--- src/rtl/vliw_pkg.sv ---
// Shared widths and the queue entry layout for the instruction-side blocks.
package vliw_pkg;
  localparam int BUNDLE_W = 128;
  localparam int ADDR_W   = 32;
  localparam logic [BUNDLE_W-1:0] NOP_BUNDLE = '0;

  typedef struct packed {
    logic [BUNDLE_W-1:0] bundle;
    logic [ADDR_W-1:0]   pc;
  } bundle_entry_t;
endpackage

--- src/rtl/sync_fifo.sv ---
// Power-of-two circular FIFO with flush; a push into a full FIFO is taken only when a pop frees a slot.
module sync_fifo #(
  parameter  int WIDTH = 8,
  parameter  int DEPTH = 4,
  localparam int AW    = $clog2(DEPTH),
  localparam int CW    = $clog2(DEPTH + 1)
) (
  input  logic             clk,
  input  logic             rst,
  input  logic             flush,
  input  logic             push,
  input  logic             pop,
  input  logic [WIDTH-1:0] din,
  output logic [WIDTH-1:0] dout,
  output logic [CW-1:0]    count
);
  logic [DEPTH-1:0][WIDTH-1:0] mem;
  logic [AW-1:0]               wr_ptr, rd_ptr;
  logic                        do_push, do_pop;

  assign do_pop  = pop && (count != '0);
  assign do_push = push && ((count != CW'(DEPTH)) || do_pop);
  assign dout    = mem[rd_ptr];

  always_ff @(posedge clk or negedge rst) begin
    if (!rst) begin
      wr_ptr <= '0;
      rd_ptr <= '0;
      count  <= '0;
    end else if (flush) begin
      wr_ptr <= '0;
      rd_ptr <= '0;
      count  <= '0;
    end else begin
      if (do_push) wr_ptr <= wr_ptr + AW'(1);
      if (do_pop)  rd_ptr <= rd_ptr + AW'(1);
      count <= count + CW'(do_push) - CW'(do_pop);
    end
  end

  // Storage needs no reset; only the pointers define validity.
  always_ff @(posedge clk) begin
    if (do_push && !flush) mem[wr_ptr] <= din;
  end
endmodule

--- src/rtl/bundle_prefetch_queue.sv ---
// Sequential bundle prefetcher: credit-limited request issue, in-order response capture,
// redirect flush with stale-response dropping.
module bundle_prefetch_queue
  import vliw_pkg::*;
#(
  parameter  int                DEPTH        = 4,
  parameter  logic [ADDR_W-1:0] RESET_PC     = 32'h0000_0000,
  parameter  int                BUNDLE_BYTES = 16,
  localparam int                CW           = $clog2(DEPTH + 1)
) (
  input  logic                clk,
  input  logic                rst,
  output logic                mem_req_valid,
  input  logic                mem_req_ready,
  output logic [ADDR_W-1:0]   mem_req_addr,
  input  logic                mem_rsp_valid,
  input  logic [BUNDLE_W-1:0] mem_rsp_bundle,
  input  logic                redirect,
  input  logic [ADDR_W-1:0]   redirect_pc,
  input  logic                deq_ready,
  output logic                bundle_valid,
  output logic [BUNDLE_W-1:0] bundle_out,
  output logic [ADDR_W-1:0]   bundle_pc,
  output logic [CW-1:0]       occupancy
);
  localparam logic [ADDR_W-1:0] PC_INC = ADDR_W'(BUNDLE_BYTES);

  logic              active;
  logic [ADDR_W-1:0] fetch_pc, rsp_pc;
  logic [CW-1:0]     inflight, drop_cnt;
  logic [CW:0]       pending;
  logic              req_fire, rsp_ok, rsp_keep, pop;
  bundle_entry_t     head, entry_in;

  // Entries already held plus responses still expected to land in the queue.
  assign pending       = {1'b0, occupancy} + {1'b0, inflight} - {1'b0, drop_cnt};
  assign mem_req_valid = active && !redirect && (pending < (CW+1)'(DEPTH))
                         && (inflight < CW'(DEPTH));
  assign mem_req_addr  = fetch_pc;
  assign req_fire      = mem_req_valid && mem_req_ready;
  assign rsp_ok        = mem_rsp_valid && (inflight != '0);
  assign rsp_keep      = rsp_ok && !redirect && (drop_cnt == '0);
  assign pop           = bundle_valid && deq_ready && !redirect;
  assign entry_in      = '{bundle: mem_rsp_bundle, pc: rsp_pc};

  sync_fifo #(.WIDTH($bits(bundle_entry_t)), .DEPTH(DEPTH)) u_fifo (
    .clk   (clk),
    .rst   (rst),
    .flush (redirect),
    .push  (rsp_keep),
    .pop   (pop),
    .din   (entry_in),
    .dout  (head),
    .count (occupancy)
  );

  assign bundle_valid = (occupancy != '0);
  assign bundle_out   = bundle_valid ? head.bundle : NOP_BUNDLE;
  assign bundle_pc    = bundle_valid ? head.pc : '0;

  always_ff @(posedge clk or negedge rst) begin
    if (!rst) begin
      active   <= 1'b0;
      fetch_pc <= RESET_PC;
      rsp_pc   <= RESET_PC;
      inflight <= '0;
      drop_cnt <= '0;
    end else begin
      active <= 1'b1;
      if (redirect) begin
        // Every outstanding request not answered this cycle returns stale.
        fetch_pc <= redirect_pc;
        rsp_pc   <= redirect_pc;
        inflight <= inflight - CW'(rsp_ok);
        drop_cnt <= inflight - CW'(rsp_ok);
      end else begin
        if (req_fire) fetch_pc <= fetch_pc + PC_INC;
        if (rsp_keep) rsp_pc   <= rsp_pc + PC_INC;
        if (rsp_ok && (drop_cnt != '0)) drop_cnt <= drop_cnt - CW'(1);
        inflight <= inflight + CW'(req_fire) - CW'(rsp_ok);
      end
    end
  end

  a_rsp_without_req: assert property (@(posedge clk) disable iff (!rst)
    !(mem_rsp_valid && (inflight == '0)));
endmodule

--- config.mk ---
export PLATFORM = sky130hd
export DESIGN_NAME = bundle_prefetch_queue
export DESIGN_NICKNAME = d
export VERILOG_FILES = /design/src/rtl/vliw_pkg.sv /design/src/rtl/sync_fifo.sv /design/src/rtl/bundle_prefetch_queue.sv
export SDC_FILE = /design/constraint.sdc
export NUM_CORES = 1
export LEC_CHECK = 0
export CAP_MARGIN = 20
export CORE_ASPECT_RATIO = 0.7
export CORE_MARGIN = 2
export CORE_UTILIZATION = 57
export DETAILED_ROUTE_END_ITERATION = 8
export DONT_BUFFER_PORTS = 1
export HOLD_SLACK_MARGIN = 0.05
export PLACE_DENSITY_LB_ADDON = 0.05
export SLEW_MARGIN = 15
export SYNTH_ARGS = -nofsm -noshare
export SYNTH_HDL_FRONTEND = slang
export SYNTH_SLANG_ARGS = --single-unit
--- constraint.sdc ---
create_clock -name clk -period 5.7 [get_ports clk]
set_input_delay 1.14 -clock clk [delete_from_list [all_inputs] [get_ports clk]]
set_output_delay 1.14 -clock clk [all_outputs]
set_load 0.05 [all_outputs]
---- After elaboration in Yosys (flattened, before gate mapping) ----
Cells that the tools add are included.
Widths: inputs -> output; s select.
storage, ports and cells
  logic and storage cells ................. 74
  output and inout bits ................... 197
  bits in registers ....................... 718
  bits of input ports ..................... 166
operators by class
  add/subtract/negate cells ............... 12
  order comparisons ....................... 5
  reduce and logical (&&, ||, !) cells .... 25
  multiplexer cells ....................... 19
  equality and inequality tests ........... 1
operators by type and width
  operator               count
  $bwmux 640             1
  $bmux 160 s2           1
  $demux 160 s2          1
  $mux 160               2
  $mux 32                5
  $mux 128               1
  $add 32x5->32 const B  2
  $logic_and 1x1->1      14
  $mux 3                 4
  $reduce_bool 2->1      5
  $reduce_bool 3->1      3
  $sub 3x1->3            3
  $mux 2                 4
  $add 3x1->3            2
  $lt 2x3->1 const B     2
  $add 2x1->2 const B    2
  $add 3x3->4            1
  $lt 4x3->1 const B     1
  $sub 4x3->4            1
  $logic_not 3->1        1
  $lt 3x3->1 const B     1
  $ne 3x3->1 const B     1
  $sub 3x1->3 const B    1
  $ge 2x1->1 const B     1
  other kinds (2)        2

---- Longest topological paths before layout ----
Gate-level depths: netlist of the first run.
  depth in word-level cells ............... 9
  depth in mapped cells ................... 16
  gate-level depth less buffers ........... 15

---- Modules after synthesis ----
Synthesis of the first run repeated with hierarchy kept, for this count alone.
second synthesis, totals
  cell total of the unflattened synthesis .. 1,484
  area, all modules ....................... 28,916.5 µm²
modules (own cells, without submodules)
  module                 cells each  seq. area each (µm²)  instances  area an instance (µm²)
  sync_fifo              880         19,393.6              1          23,515.1
  bundle_prefetch_queue  604         1,776.7               1          5,401.4

---- Worst setup path before layout of the first run ----
No wires, ideal clock.
  kind .................................... input port to flip-flop
  start point ............................. input mem_rsp_valid
  end point ............................... register u_fifo.mem[160] (netlist name) (enable)
  required time ........................... 5,161 ps
  stages .................................. 5
  slack ................................... -446 ps
  data arrival time ....................... 5,606 ps
  path buffers ............................ 1
  library setup time ...................... 539 ps
  path through ............................ o311a_1 > and2_1 > buf_2 > o41a_1 > and2_1
between the ends
  longest elaborated chain between the ends .. 5
RTL lines
  item                             RTL line                     text
  start: declaration               bundle_prefetch_queue.sv:16  input logic mem_rsp_valid,
  $logic_and 1x1->1                bundle_prefetch_queue.sv:41  assign rsp_ok = mem_rsp_valid && (inflight != '0);
  $logic_and 1x1->1 (2 in series)  bundle_prefetch_queue.sv:42  assign rsp_keep = rsp_ok && !redirect && (drop_cnt == '0);
  $logic_and 1x1->1                sync_fifo.sv:22              assign do_push = push && ((count != CW'(DEPTH)) || do_pop);
  $logic_and 1x1->1                sync_fifo.sv:43              if (do_push && !flush) mem[wr_ptr] <= din;
  end signal: indexed assignment   sync_fifo.sv:43
  end: declaration                 sync_fifo.sv:17              logic [DEPTH-1:0][WIDTH-1:0] mem;
No other way between the ends.
A chain may end at the register's enable or synchronous reset.

---- Worst setup path in the final report of the first run ----
  start point ............................. register u_fifo.count[1]
  end point ............................... output mem_req_valid
between the ends
  longest elaborated chain between the ends .. 5
RTL lines
  item                      RTL line                     text
  start: declaration        sync_fifo.sv:15              output logic [CW-1:0] count
  start signal: assignment  sync_fifo.sv:37              count <= count + CW'(do_push) - CW'(do_pop);
  $add 3x3->4               bundle_prefetch_queue.sv:36  assign pending = {1'b0, occupancy} + {1'b0, inflight} - {1'b0, drop_cnt};
  $sub 4x3->4               bundle_prefetch_queue.sv:36
  $lt 4x3->1                bundle_prefetch_queue.sv:37  assign mem_req_valid = active && !redirect && (pending < (CW+1)'(DEPTH))
  $logic_and 1x1->1         bundle_prefetch_queue.sv:37
  $logic_and 1x1->1         bundle_prefetch_queue.sv:38  && (inflight < CW'(DEPTH));
  end: declaration          bundle_prefetch_queue.sv:13  output logic mem_req_valid,
No other way between the ends.

==> results of run 1 <==
-- cells by family (layout without fill, tap and decap cells) --
| kind of cell | Yosys count | after routing | share of synthesized area (%) |
|---|---|---|---|
| AO/OA/AOI/OAI | 100 | 100 | 2.43 |
| XOR/XNOR | 33 | 33 | 1.00 |
| adder cells (fa/ha/maj) | 21 | 21 | 1.02 |
| buffers and inverters | 119 | 189 | 1.67 |
| flip-flops | 718 | 718 | 73.6 |
| multiplexers | 178 | 178 | 13.2 |
| other | 1 | 1 | 0.0130 |
| AND/OR/NAND/NOR | 357 | 357 | 7.09 |
-- report_power, final --
group	leakage, nW	switching (mW)	internal, mW	total [mW]
clock network	1.02	1.87	2.42	4.29
registers	6.70	0.382	5.94	6.32
logic	2.50	3.45	1.22	4.68
-- routing by layer --
| metal | wire (microns) | GRT usage (%) | vias up | part of all wire [%] |
|---|---|---|---|---|
| li1 | - | - | 6047 | - |
| met1 | 24600 | 31.5 | 7217 | 42 |
| met2 | 28700 | 35.5 | 458 | 49 |
| met3 | 4470 | 6.38 | 83 | 7.6 |
| met4 | 1070 | 5.90 | 0 | 1.8 |
| met5 | 0 | 0 | - | 0 |
-- how the worst max path moves through the flow --
stage,end,slack [ns],cells after the start
detailed placement,inflight[2],1.05,15
floorplan,mem_req_valid,0.45,7
CTS,mem_req_valid,0.81,8
finish,mem_req_valid,0.85,8
global placement,inflight[2],1.14,15
global route,mem_req_valid,0.67,8
-- critical path, delay by kind of cell (launching register included) --
kind	cells	cell delay (ns)
adder cells (fa/ha/maj)	2	0.89
buffers and inverters	3	0.56
flip-flops	1	0.69
AND/OR/NAND/NOR	2	0.56
AO/OA/AOI/OAI	1	0.40
-- state kept, by name, indices dropped and copies added, names as in the netlist --
name / cells
drop_cnt: 3
inflight: 3
u_fifo.wr_ptr: 2
u_fifo.mem: 640
mem_req_addr: 32
active: 1
u_fifo.count: 3
u_fifo.rd_ptr: 2
rsp_pc: 32
-- stage by stage --
step,worst slack [ns],total power [mW],util [%]
6_report,0.846,15.3,64.0
5_1_grt,0.672,15.9,64.0
4_1_cts,0.808,15.5,64.0
3_5_place_dp,1.05,11.2,59.8
3_3_place_gp,1.14,11.1,59.8
2_1_floorplan,0.450,10.4,-
-- layout make-up --
| type | count | area [sq um] | area share (%) |
|---|---|---|---|
| multi-input cells | 690 | 7160 | 22.5 |
| flip-flops and latches | 718 | 21200 | 66.7 |
| inverters | 48 | 180 | 0.567 |
| well taps | 665 | 832 | 2.62 |
| clock inverters | 24 | 166 | 0.524 |
| repair buffers | 20 | 300 | 0.946 |
| clock buffers | 97 | 1940 | 6.10 |
-- cell usage after synthesis (all sizes together), types with 5 or more instances --
library cell  instances  area, sq um
edfxtp              640        19200
and2                173         1080
mux4                160         3600
dfrtp                78         1950
nand2                52          195
clkbuf               48          180
inv                  48          180
o21ai                45          225
nand3                30          150
nor2                 27          101
buf                  23          121
ha                   17          213
xnor2                17          149
mux2                 16          180
nor4                 16          113
xor2                 16          140
nand4                14         93.8
nor3                 10         50.1
and3                  9         56.3
and4                  6         52.6
or3                   6         42.5
a21boi                5         37.5
a21o                  5         37.5
a21oi                 5         36.3
a221o                 5         50.1
a31oi                 5         31.3
o31a                  5         43.8
==> impl_metrics.env, run 1 <==
export IMPL_status="finished, final reports clean"
export IMPL_path_common_cell="inv_1"
export IMPL_slew_violations=0
export IMPL_place_gp_congestion=0.845
export IMPL_seq_area_frac_synth_pct=73.6
export IMPL_timing_fmax_ghz=0.206
export IMPL_grt_pass1_vias=13700
export IMPL_grt_pass1_wl_mm=87.0
export IMPL_track_usage_pct=22.5
export IMPL_cp_data_arrival_time_ns=3.71
export IMPL_rr_endpoint="inflight[2]"
export IMPL_synth_edf_count=640
export IMPL_area_delta_synth_final_pct=10.3
export IMPL_hold_class="input pin to async pin"
export IMPL_ctsHoldBuffers=0
export IMPL_dieArea_sq_um=52300
export IMPL_syn_area_sq_um=28800
export IMPL_io_pin_count=363
export IMPL_fin_cells=2262
export IMPL_rows=68
export IMPL_grt_max_degree=154
export IMPL_ys_flop_type="edfxtp_1"
export IMPL_fin_area_sq_um=31800
export IMPL_finalCriticalPeriod_ns=4.85
export IMPL_dp_cells=2141
export IMPL_startpoint="u_fifo.count[1]"
export IMPL_synthArstFlopShare_pct=10.9
export IMPL_skew_ns=0.0118
export IMPL_rsz0062_at_grt="no"
export IMPL_drtIter0Drc=1114
export IMPL_cellPowerDensity_nw_per_um2=481
export IMPL_num_fill_cells=3408
export IMPL_slew_headroom_pct=29.5
export IMPL_insertion_delay_ns=0.60
export IMPL_clkSinkCount=718
export IMPL_ir_worst_vdd_mv=0.423
export IMPL_routed_wl_mm=58.8
export IMPL_routed_via_count=13800
export IMPL_vias_per_cell=6.10
export IMPL_cp_required_ns=4.56
export IMPL_finalNetCount=1734
export IMPL_start_util_pct=58.0
export IMPL_antenna_found_initial=1
export IMPL_drive_gt1_share_pct=19.2
export IMPL_cts_buffers=69
export IMPL_drc=0
export IMPL_core_sq_um=49600
export IMPL_cts_tree="done"
export IMPL_syn_nets=1714
export IMPL_hpwl_mm=35.8
export IMPL_ys_seq_elements=718
export IMPL_p_leak_nw=10.2
export IMPL_tightest_slew_ns=1.06
export IMPL_fin_crit_sh_pct=85.2
export IMPL_rrSetupSlack_ns=1.03
export IMPL_finalHoldViolCount=0
export IMPL_crit_path_max_incr_delay_ns=0.69
export IMPL_wl_per_cell_microns=26.0
export IMPL_synth_cell_types=61
export IMPL_antennaDiodeCount=0
export IMPL_worst_hold_slack_ns=0.229
export IMPL_overflow=0
export IMPL_path_max_fanout=5
export IMPL_end_kind="output pin"
export IMPL_cts_max_level=3
export IMPL_die_x_microns=273
export IMPL_final_cell_mix="640 x edfxtp_1, 169 x and2_1, 160 x mux4_2"
export IMPL_rr_worst_depth=15
export IMPL_setup_viol=0
export IMPL_startpoint_type="flip-flop"
export IMPL_dr_pass1_iters=5
export IMPL_post_cts_resize_count=0
export IMPL_placed_area_sq_um=29600
export IMPL_path_class="flip-flop to output pin"
export IMPL_tns_ns=0
export IMPL_io_buffer_count=0
export IMPL_cp_slowest_cell="dfrtp_1"
export IMPL_timing_rr_start="u_fifo.count[1]"
export IMPL_ys_warn_count=0
export IMPL_cp_cell_sequence="inv_1 > fa_1 > inv_1 > ha_1 > and3b_1 > or3_4 > a2111oi_2 > buf_4"
export IMPL_clock_path_buffers=3
export IMPL_root_buffer="clkbuf_16"
export IMPL_die_y_microns=192
export IMPL_maxCapViolations=0
export IMPL_ant_nets=0
export IMPL_avgSynthCellArea_sq_um=18.8
export IMPL_cts_setup_buffers=0
export IMPL_clkSlewWorstSetupHoldPaths_ns=0.07
export IMPL_layout_commonest_cell="edfxtp_1"
export IMPL_synth_cells=1527
Note: power is estimated with default switching activity, not from simulation.
==> run 2, diff against run 1 <==
--- a/config.mk
+++ b/config.mk
@@ -13,6 +13,7 @@
 export DONT_BUFFER_PORTS = 1
 export HOLD_SLACK_MARGIN = 0.05
 export PLACE_DENSITY_LB_ADDON = 0.05
+export SKIP_CTS_REPAIR_TIMING = 1
 export SLEW_MARGIN = 15
 export SYNTH_ARGS = -nofsm -noshare
 export SYNTH_HDL_FRONTEND = slang
==> results of run 2 <==
Final layout, timing and power as in run 1 (identical DEF).
